--- src/rtl/alu_pkg.sv ---
// Shared definitions for the ALU command issuer: opcodes, flag bit positions,
// issuer FSM state encoding and the opcode legality helper.
package alu_pkg;

  localparam logic [3:0] OP_MIN   = 4'd0;
  localparam logic [3:0] OP_SRL   = 4'd1;
  localparam logic [3:0] OP_ROR   = 4'd2;
  localparam logic [3:0] OP_OR    = 4'd3;
  localparam logic [3:0] OP_AND   = 4'd4;
  localparam logic [3:0] OP_PASSB = 4'd5;
  localparam logic [3:0] OP_NOR   = 4'd6;
  localparam logic [3:0] OP_SGE   = 4'd7;
  localparam logic [3:0] OP_SLL   = 4'd8;

  localparam int FLAG_CARRY = 0;
  localparam int FLAG_ZERO  = 1;
  localparam int FLAG_OVF   = 2;
  localparam int FLAG_SIGN  = 3;

  localparam int CNT_W = 4;

  typedef logic [1:0] state_t;
  localparam state_t ST_IDLE = 2'd0;
  localparam state_t ST_WAIT = 2'd1;
  localparam state_t ST_RESP = 2'd2;

  function automatic logic op_is_legal(input logic [3:0] op, input int max_op);
    return (int'({28'd0, op}) <= max_op);
  endfunction

endpackage

--- src/rtl/alu_issue_wait_ctr.sv ---
// Loadable down-counter that times how long the ALU inputs are held before
// the result is captured; done is high while the count is zero.
module alu_issue_wait_ctr
  import alu_pkg::*;
(
  input  logic             clk,
  input  logic             rst,
  input  logic             load,
  input  logic [CNT_W-1:0] load_val,
  input  logic             dec,
  output logic             done
);

  logic [CNT_W-1:0] cnt_d;
  logic [CNT_W-1:0] cnt_q;

  // next count: load wins over decrement, decrement stops at zero
  always_comb begin
    cnt_d = cnt_q;
    if (load) begin
      cnt_d = load_val;
    end else if (dec && (cnt_q != {CNT_W{1'b0}})) begin
      cnt_d = cnt_q - {{(CNT_W-1){1'b0}}, 1'b1};
    end else begin
      cnt_d = cnt_q;
    end
  end

  // count register
  always_ff @(posedge clk) begin
    if (rst) begin
      cnt_q <= {CNT_W{1'b0}};
    end else begin
      cnt_q <= cnt_d;
    end
  end

  assign done = (cnt_q == {CNT_W{1'b0}});

endmodule

--- src/rtl/alu_cmd_issuer.sv ---
// Issues tagged commands to an attached ALU, holds its inputs for ALU_LAT+1
// cycles, then returns result/flags as a tagged response. Optional statistics
// counters are enabled by defining ALU_ISSUER_STATS_EN.
module alu_cmd_issuer
  import alu_pkg::*;
#(
  parameter int W       = 128,
  parameter int SHW     = 5,
  parameter int TAGW    = 4,
  parameter int ALU_LAT = 0,
  parameter int MAX_OP  = 8
) (
  input  logic            clk,
  input  logic            rst,
  input  logic            cmd_valid,
  output logic            cmd_ready,
  input  logic [3:0]      cmd_opcode,
  input  logic [W-1:0]    cmd_a,
  input  logic [W-1:0]    cmd_b,
  input  logic [SHW-1:0]  cmd_shift,
  input  logic [TAGW-1:0] cmd_tag,
  output logic [3:0]      alu_opcode,
  output logic [W-1:0]    alu_input1,
  output logic [W-1:0]    alu_input2,
  output logic [SHW-1:0]  alu_shift,
  input  logic [W-1:0]    alu_result,
  input  logic [3:0]      alu_flags,
  output logic            rsp_valid,
  input  logic            rsp_ready,
  output logic [W-1:0]    rsp_result,
  output logic [3:0]      rsp_flags,
  output logic            rsp_err,
  output logic [TAGW-1:0] rsp_tag,
  output logic            busy
`ifdef ALU_ISSUER_STATS_EN
  ,
  output logic [31:0]     stat_cmd_cnt,
  output logic [15:0]     stat_err_cnt
`endif
);

  localparam logic [CNT_W-1:0] LAT_LOAD = CNT_W'(ALU_LAT);

  state_t          state_d, state_q;
  logic [3:0]      alu_opcode_d, alu_opcode_q;
  logic [W-1:0]    alu_input1_d, alu_input1_q;
  logic [W-1:0]    alu_input2_d, alu_input2_q;
  logic [SHW-1:0]  alu_shift_d, alu_shift_q;
  logic [TAGW-1:0] tag_d, tag_q;
  logic            rsp_valid_d, rsp_valid_q;
  logic [W-1:0]    rsp_result_d, rsp_result_q;
  logic [3:0]      rsp_flags_d, rsp_flags_q;
  logic            rsp_err_d, rsp_err_q;
  logic            busy_d, busy_q;

  logic accept;
  logic legal;
  logic ctr_load;
  logic ctr_dec;
  logic ctr_done;

  assign cmd_ready = (state_q == ST_IDLE) && !rst;
  assign accept    = cmd_valid && cmd_ready;
  assign legal     = op_is_legal(cmd_opcode, MAX_OP);

  alu_issue_wait_ctr u_wait_ctr (
    .clk      (clk),
    .rst      (rst),
    .load     (ctr_load),
    .load_val (LAT_LOAD),
    .dec      (ctr_dec),
    .done     (ctr_done)
  );

  // issuer FSM next-state and output-register next values
  always_comb begin
    state_d      = state_q;
    alu_opcode_d = alu_opcode_q;
    alu_input1_d = alu_input1_q;
    alu_input2_d = alu_input2_q;
    alu_shift_d  = alu_shift_q;
    tag_d        = tag_q;
    rsp_valid_d  = rsp_valid_q;
    rsp_result_d = rsp_result_q;
    rsp_flags_d  = rsp_flags_q;
    rsp_err_d    = rsp_err_q;
    ctr_load     = 1'b0;
    ctr_dec      = 1'b0;
    case (state_q)
      ST_IDLE: begin
        if (accept) begin
          tag_d = cmd_tag;
          if (legal) begin
            alu_opcode_d = cmd_opcode;
            alu_input1_d = cmd_a;
            alu_input2_d = cmd_b;
            alu_shift_d  = cmd_shift;
            ctr_load     = 1'b1;
            state_d      = ST_WAIT;
          end else begin
            // illegal opcode answers at once; the ALU keeps its previous inputs
            rsp_result_d            = {W{1'b0}};
            rsp_flags_d             = 4'b0000;
            rsp_flags_d[FLAG_ZERO]  = 1'b1;
            rsp_err_d               = 1'b1;
            rsp_valid_d             = 1'b1;
            state_d                 = ST_RESP;
          end
        end else begin
          state_d = ST_IDLE;
        end
      end
      ST_WAIT: begin
        if (ctr_done) begin
          rsp_result_d = alu_result;
          rsp_flags_d  = alu_flags;
          rsp_err_d    = 1'b0;
          rsp_valid_d  = 1'b1;
          state_d      = ST_RESP;
        end else begin
          ctr_dec = 1'b1;
          state_d = ST_WAIT;
        end
      end
      ST_RESP: begin
        if (rsp_ready) begin
          rsp_valid_d = 1'b0;
          state_d     = ST_IDLE;
        end else begin
          state_d = ST_RESP;
        end
      end
      default: begin
        rsp_valid_d = 1'b0;
        state_d     = ST_IDLE;
      end
    endcase
    busy_d = (state_d != ST_IDLE);
  end

  // state and output registers
  always_ff @(posedge clk) begin
    if (rst) begin
      state_q      <= ST_IDLE;
      alu_opcode_q <= 4'd0;
      alu_input1_q <= {W{1'b0}};
      alu_input2_q <= {W{1'b0}};
      alu_shift_q  <= {SHW{1'b0}};
      tag_q        <= {TAGW{1'b0}};
      rsp_valid_q  <= 1'b0;
      rsp_result_q <= {W{1'b0}};
      rsp_flags_q  <= 4'd0;
      rsp_err_q    <= 1'b0;
      busy_q       <= 1'b0;
    end else begin
      state_q      <= state_d;
      alu_opcode_q <= alu_opcode_d;
      alu_input1_q <= alu_input1_d;
      alu_input2_q <= alu_input2_d;
      alu_shift_q  <= alu_shift_d;
      tag_q        <= tag_d;
      rsp_valid_q  <= rsp_valid_d;
      rsp_result_q <= rsp_result_d;
      rsp_flags_q  <= rsp_flags_d;
      rsp_err_q    <= rsp_err_d;
      busy_q       <= busy_d;
    end
  end

  assign alu_opcode = alu_opcode_q;
  assign alu_input1 = alu_input1_q;
  assign alu_input2 = alu_input2_q;
  assign alu_shift  = alu_shift_q;
  assign rsp_valid  = rsp_valid_q;
  assign rsp_result = rsp_result_q;
  assign rsp_flags  = rsp_flags_q;
  assign rsp_err    = rsp_err_q;
  assign rsp_tag    = tag_q;
  assign busy       = busy_q;

`ifdef ALU_ISSUER_STATS_EN
  logic [31:0] stat_cmd_d, stat_cmd_q;
  logic [15:0] stat_err_d, stat_err_q;

  // saturating accept / illegal-accept counters
  always_comb begin
    stat_cmd_d = stat_cmd_q;
    stat_err_d = stat_err_q;
    if (accept && (stat_cmd_q != 32'hFFFF_FFFF)) begin
      stat_cmd_d = stat_cmd_q + 32'd1;
    end else begin
      stat_cmd_d = stat_cmd_q;
    end
    if (accept && !legal && (stat_err_q != 16'hFFFF)) begin
      stat_err_d = stat_err_q + 16'd1;
    end else begin
      stat_err_d = stat_err_q;
    end
  end

  // statistics registers
  always_ff @(posedge clk) begin
    if (rst) begin
      stat_cmd_q <= 32'd0;
      stat_err_q <= 16'd0;
    end else begin
      stat_cmd_q <= stat_cmd_d;
      stat_err_q <= stat_err_d;
    end
  end

  assign stat_cmd_cnt = stat_cmd_q;
  assign stat_err_cnt = stat_err_q;
`endif

endmodule

--- config.mk ---
export PLATFORM = sky130hd
export DESIGN_NAME = alu_cmd_issuer
export DESIGN_NICKNAME = d
export VERILOG_FILES = /design/src/rtl/alu_pkg.sv /design/src/rtl/alu_issue_wait_ctr.sv /design/src/rtl/alu_cmd_issuer.sv
export SDC_FILE = /design/constraint.sdc
export NUM_CORES = 1
export LEC_CHECK = 0
export CAP_MARGIN = 40
export CORE_AREA = 2 2 318 320
export DETAILED_ROUTE_END_ITERATION = 16
export DIE_AREA = 0 0 320 322
export SYNTH_ARGS = -nofsm -noshare
export SYNTH_HDL_FRONTEND = slang
export SYNTH_SLANG_ARGS = --single-unit
--- constraint.sdc ---
create_clock -name clk -period 4.06 [get_ports clk]
set_input_delay 0.609 -clock clk [delete_from_list [all_inputs] [get_ports clk]]
set_output_delay 0.609 -clock clk [all_outputs]
set_load 0.02 [all_outputs]
==> impl_metrics.py <==
metrics = {
    "status": {
        "status": "completed",
    },
    "detailed_routing": {
        "drt-pass1-iter-count": 4,
        "wl_um": 70800,
        "postRouteAntennaNets": 0,
        "drc": 0,
        "detail_route.iter0.violations": 672,
        "wl_per_cell_um": 19.5,
        "drt-vias-per-instance": 3.77,
        "vias": 13600,
    },
    "clock_tree": {
        "cts_htree_levels": 2,
        "postCtsResizedCells": 0,
        "cts.sinks": 410,
        "cts_tree": "yes",
        "root_buffer": "clkbuf_16",
        "clock_latency_ps": 630,
        "post-cts-setup-buffer-count": 0,
        "clock_path_buffers": 3,
        "path_clk_slew_ps": 60,
        "ctsHoldBuffers": 0,
        "cts-buffers-inserted": 53,
    },
    "synthesis": {
        "synthArstFlopShare_pct": 0,
        "ys_warn_count": 0,
        "syn_area_sq_mm": 0.0136,
        "synth-edff-count": 0,
        "syn_area_per_cell_sq_um": 9.02,
        "syn_nets": 1919,
        "synth_ff_type": "dfxtp_1",
        "ys_seq_area_share_pct": 60.2,
        "synth.distinct_cells": 34,
        "syn_inst": 1513,
        "ys_seq_elements": 410,
    },
    "place": {
        "dp_slack_ps": 838,
        "gp_congestion": 0.804,
        "io_buffers": 809,
        "placed_cells": 3518,
        "dpl_cell_area_sq_mm": 0.0230,
        "hpwl_um": 53700,
    },
    "worst_setup_path": {
        "critPathRequiredTime_ps": 3450,
        "critPathMaxFanout": 10,
        "critPathKind": "reg -> out",
        "timing.rr.end": "rsp_flags[0]",
        "r2r_cells": 7,
        "cpPeakStageDelay_ps": 730,
        "reg2reg_from": "u_wait_ctr.cnt_q[0]",
        "end_kind": "output port",
        "crit_chain": "nor3_1 -> clkdlybuf4s50_1",
        "worstPathArrival_ps": 2240,
        "r2r_slack_ps": 1390,
        "startpoint_type": "register",
        "slowest_stage": "clkdlybuf4s50_1",
    },
    "power_and_ir_drop": {
        "p_leak_nw": 8.63,
        "p_per_area_mw_per_mm2": 429,
        "irDropWorstVdd_mv": 0.278,
    },
    "global_routing": {
        "met3_usage_pct": 5.57,
        "track_usage_pct": 13.0,
        "antenna_found_initial": 29,
        "grtUsageMet1_pct": 13.8,
        "met2_usage_pct": 22.9,
        "busiest_layer": "met2",
        "grt_max_degree": 157,
        "overflow": 0,
        "grt_pass1_vias": 13500,
        "grt_pass1_wl_um": 97500,
    },
    "timing": {
        "setup_viol": 0,
        "fmax_mhz": 351,
        "fin_crit_sh_pct": 70.3,
        "finalSetupTns_ps": 0,
        "fin_worst_skew_ps": 16.9,
        "final_hold_viol_count": 0,
        "slew_violations": 0,
        "rsz0062_at_grt": "no",
        "whs_ps": 375,
        "post-route-min-period_ps": 2850,
        "maxSlewHeadroom_pct": 37.7,
        "fin_ws_ps": 1210,
        "worst_pin_slew_ps": 934,
    },
    "die": {
        "start_util_pct": 13.7,
        "die_h_um": 322,
        "ios": 810,
        "fp.coreArea_sq_mm": 0.0996,
        "die_area_sq_mm": 0.103,
        "row_count": 116,
        "die_w_um": 320,
    },
    "worst_hold_path": {
        "hold_start": "rst",
        "whs_path_depth": 2,
        "hold_class": "in -> reg",
        "worstHoldEndpoint": "alu_input1[63]",
    },
    "cells_and_area": {
        "stdcell_area_sq_mm": 0.0249,
        "layout-drive-gt1-share_pct": 5.17,
        "final_nets": 2681,
        "stdcell_count": 3622,
        "syn_to_final_growth_pct": 82.5,
    },
    "flow_run": {
        "cap_violations": 0,
    },
}
[area by class of cell]
class                           instances  area [sq um]
Clock buffer                           69          1490
Clock inverter                         30           408
Fill cell                           10700         74700
Sequential cell                       410          8210
Multi-Input combinational cell        977          4810
Inverter                                4          15.0
Tap cell                             1298          1620
Antenna cell                            5          12.5
Timing Repair Buffer                  829          8340
[worst max-delay path, delay by kind of cell, from the launching register on]
family                 cells  cell delay (ps)
buffers and inverters      1              730
flip-flops                 1              410
AND/OR/NAND/NOR            1              480
[metrics by stage]
step | power, mW | util, %
finish | 10.7 | 25.0
global route | 11.2 | 25.0
CTS | 10.9 | 25.0
detailed placement | 5.68 | 23.1
global placement | 5.67 | 23.1
floorplan | 4.82 | -
[worst max path at each step]
stage	from	endpoint	slack [ps]
2_1_floorplan	rst	rsp_result[100]	1920
3_3_place_gp	cmd_opcode[0]	rsp_result[33]	830
3_5_place_dp	cmd_opcode[1]	rsp_result[22]	840
4_1_cts	state_q[1]	cmd_ready	1060
5_1_grt	state_q[0]	cmd_ready	1020
6_report	state_q[1]	cmd_ready	1210
[per-layer routing]
metal | vias to the layer above | part of all wire (%) | wire length, um
li1 | 6620 | - | -
met3 | 140 | 9.3 | 6610
met2 | 561 | 50 | 35100
met4 | 50 | 3.5 | 2460
met1 | 6277 | 37 | 26200
met5 | - | 0.52 | 367
[sequential cells by signal, indices dropped and copies added, names as in the netlist, 2 cells and up]
name / count
alu_input1: 128
alu_input2: 128
alu_opcode: 4
alu_shift: 5
rsp_flags: 4
rsp_result: 128
rsp_tag: 4
state_q: 2
u_wait_ctr.cnt_q: 4
[synth_stat cells, drive strengths merged (2+ instances only)]
| cell type | number | area, sq um |
|---|---|---|
| nand2 | 538 | 2020 |
| buf | 73 | 453 |
| dfxtp | 410 | 8210 |
| nor2b | 2 | 12.5 |
| a22o | 131 | 1150 |
| o21ai | 5 | 25.0 |
| a21oi | 268 | 1340 |
| a211oi | 2 | 15.0 |
| nor2 | 6 | 22.5 |
| clkbuf | 49 | 184 |
| inv | 4 | 15.0 |
| nor3 | 5 | 25.0 |
[where the power goes]
| part | switching (mW) | total (mW) | leakage [nW] | internal [mW] |
|---|---|---|---|---|
| logic | 0.642 | 1.33 | 4.37 | 0.688 |
| registers | 0.0767 | 4.24 | 3.33 | 4.17 |
| clock network | 2.01 | 5.11 | 0.932 | 3.10 |
[layout by cell type (no fill, tap or decap), drive strengths merged, types with 6 or more instances in the layout]
master	netlist	final
bufinv	0	8
inv	4	8
nand2	538	538
clkinv	0	15
a21oi	268	268
a22o	131	131
clkdlybuf4s50	0	808
nor2	6	6
dfxtp	410	410
clkbuf	49	69
buf	73	21
[kinds of logic after synthesis]
kind of cell,count (synthesis),synth area share (%)
flops,410,60.2
compound gates,414,19.0
buf+inv,126,4.78
simple gates,560,15.8
mux,1,0.0734
fa+ha+maj,1,0.0917
xor+xnor,1,0.0642
No activity file was read; power rests on OpenSTA's default activity.
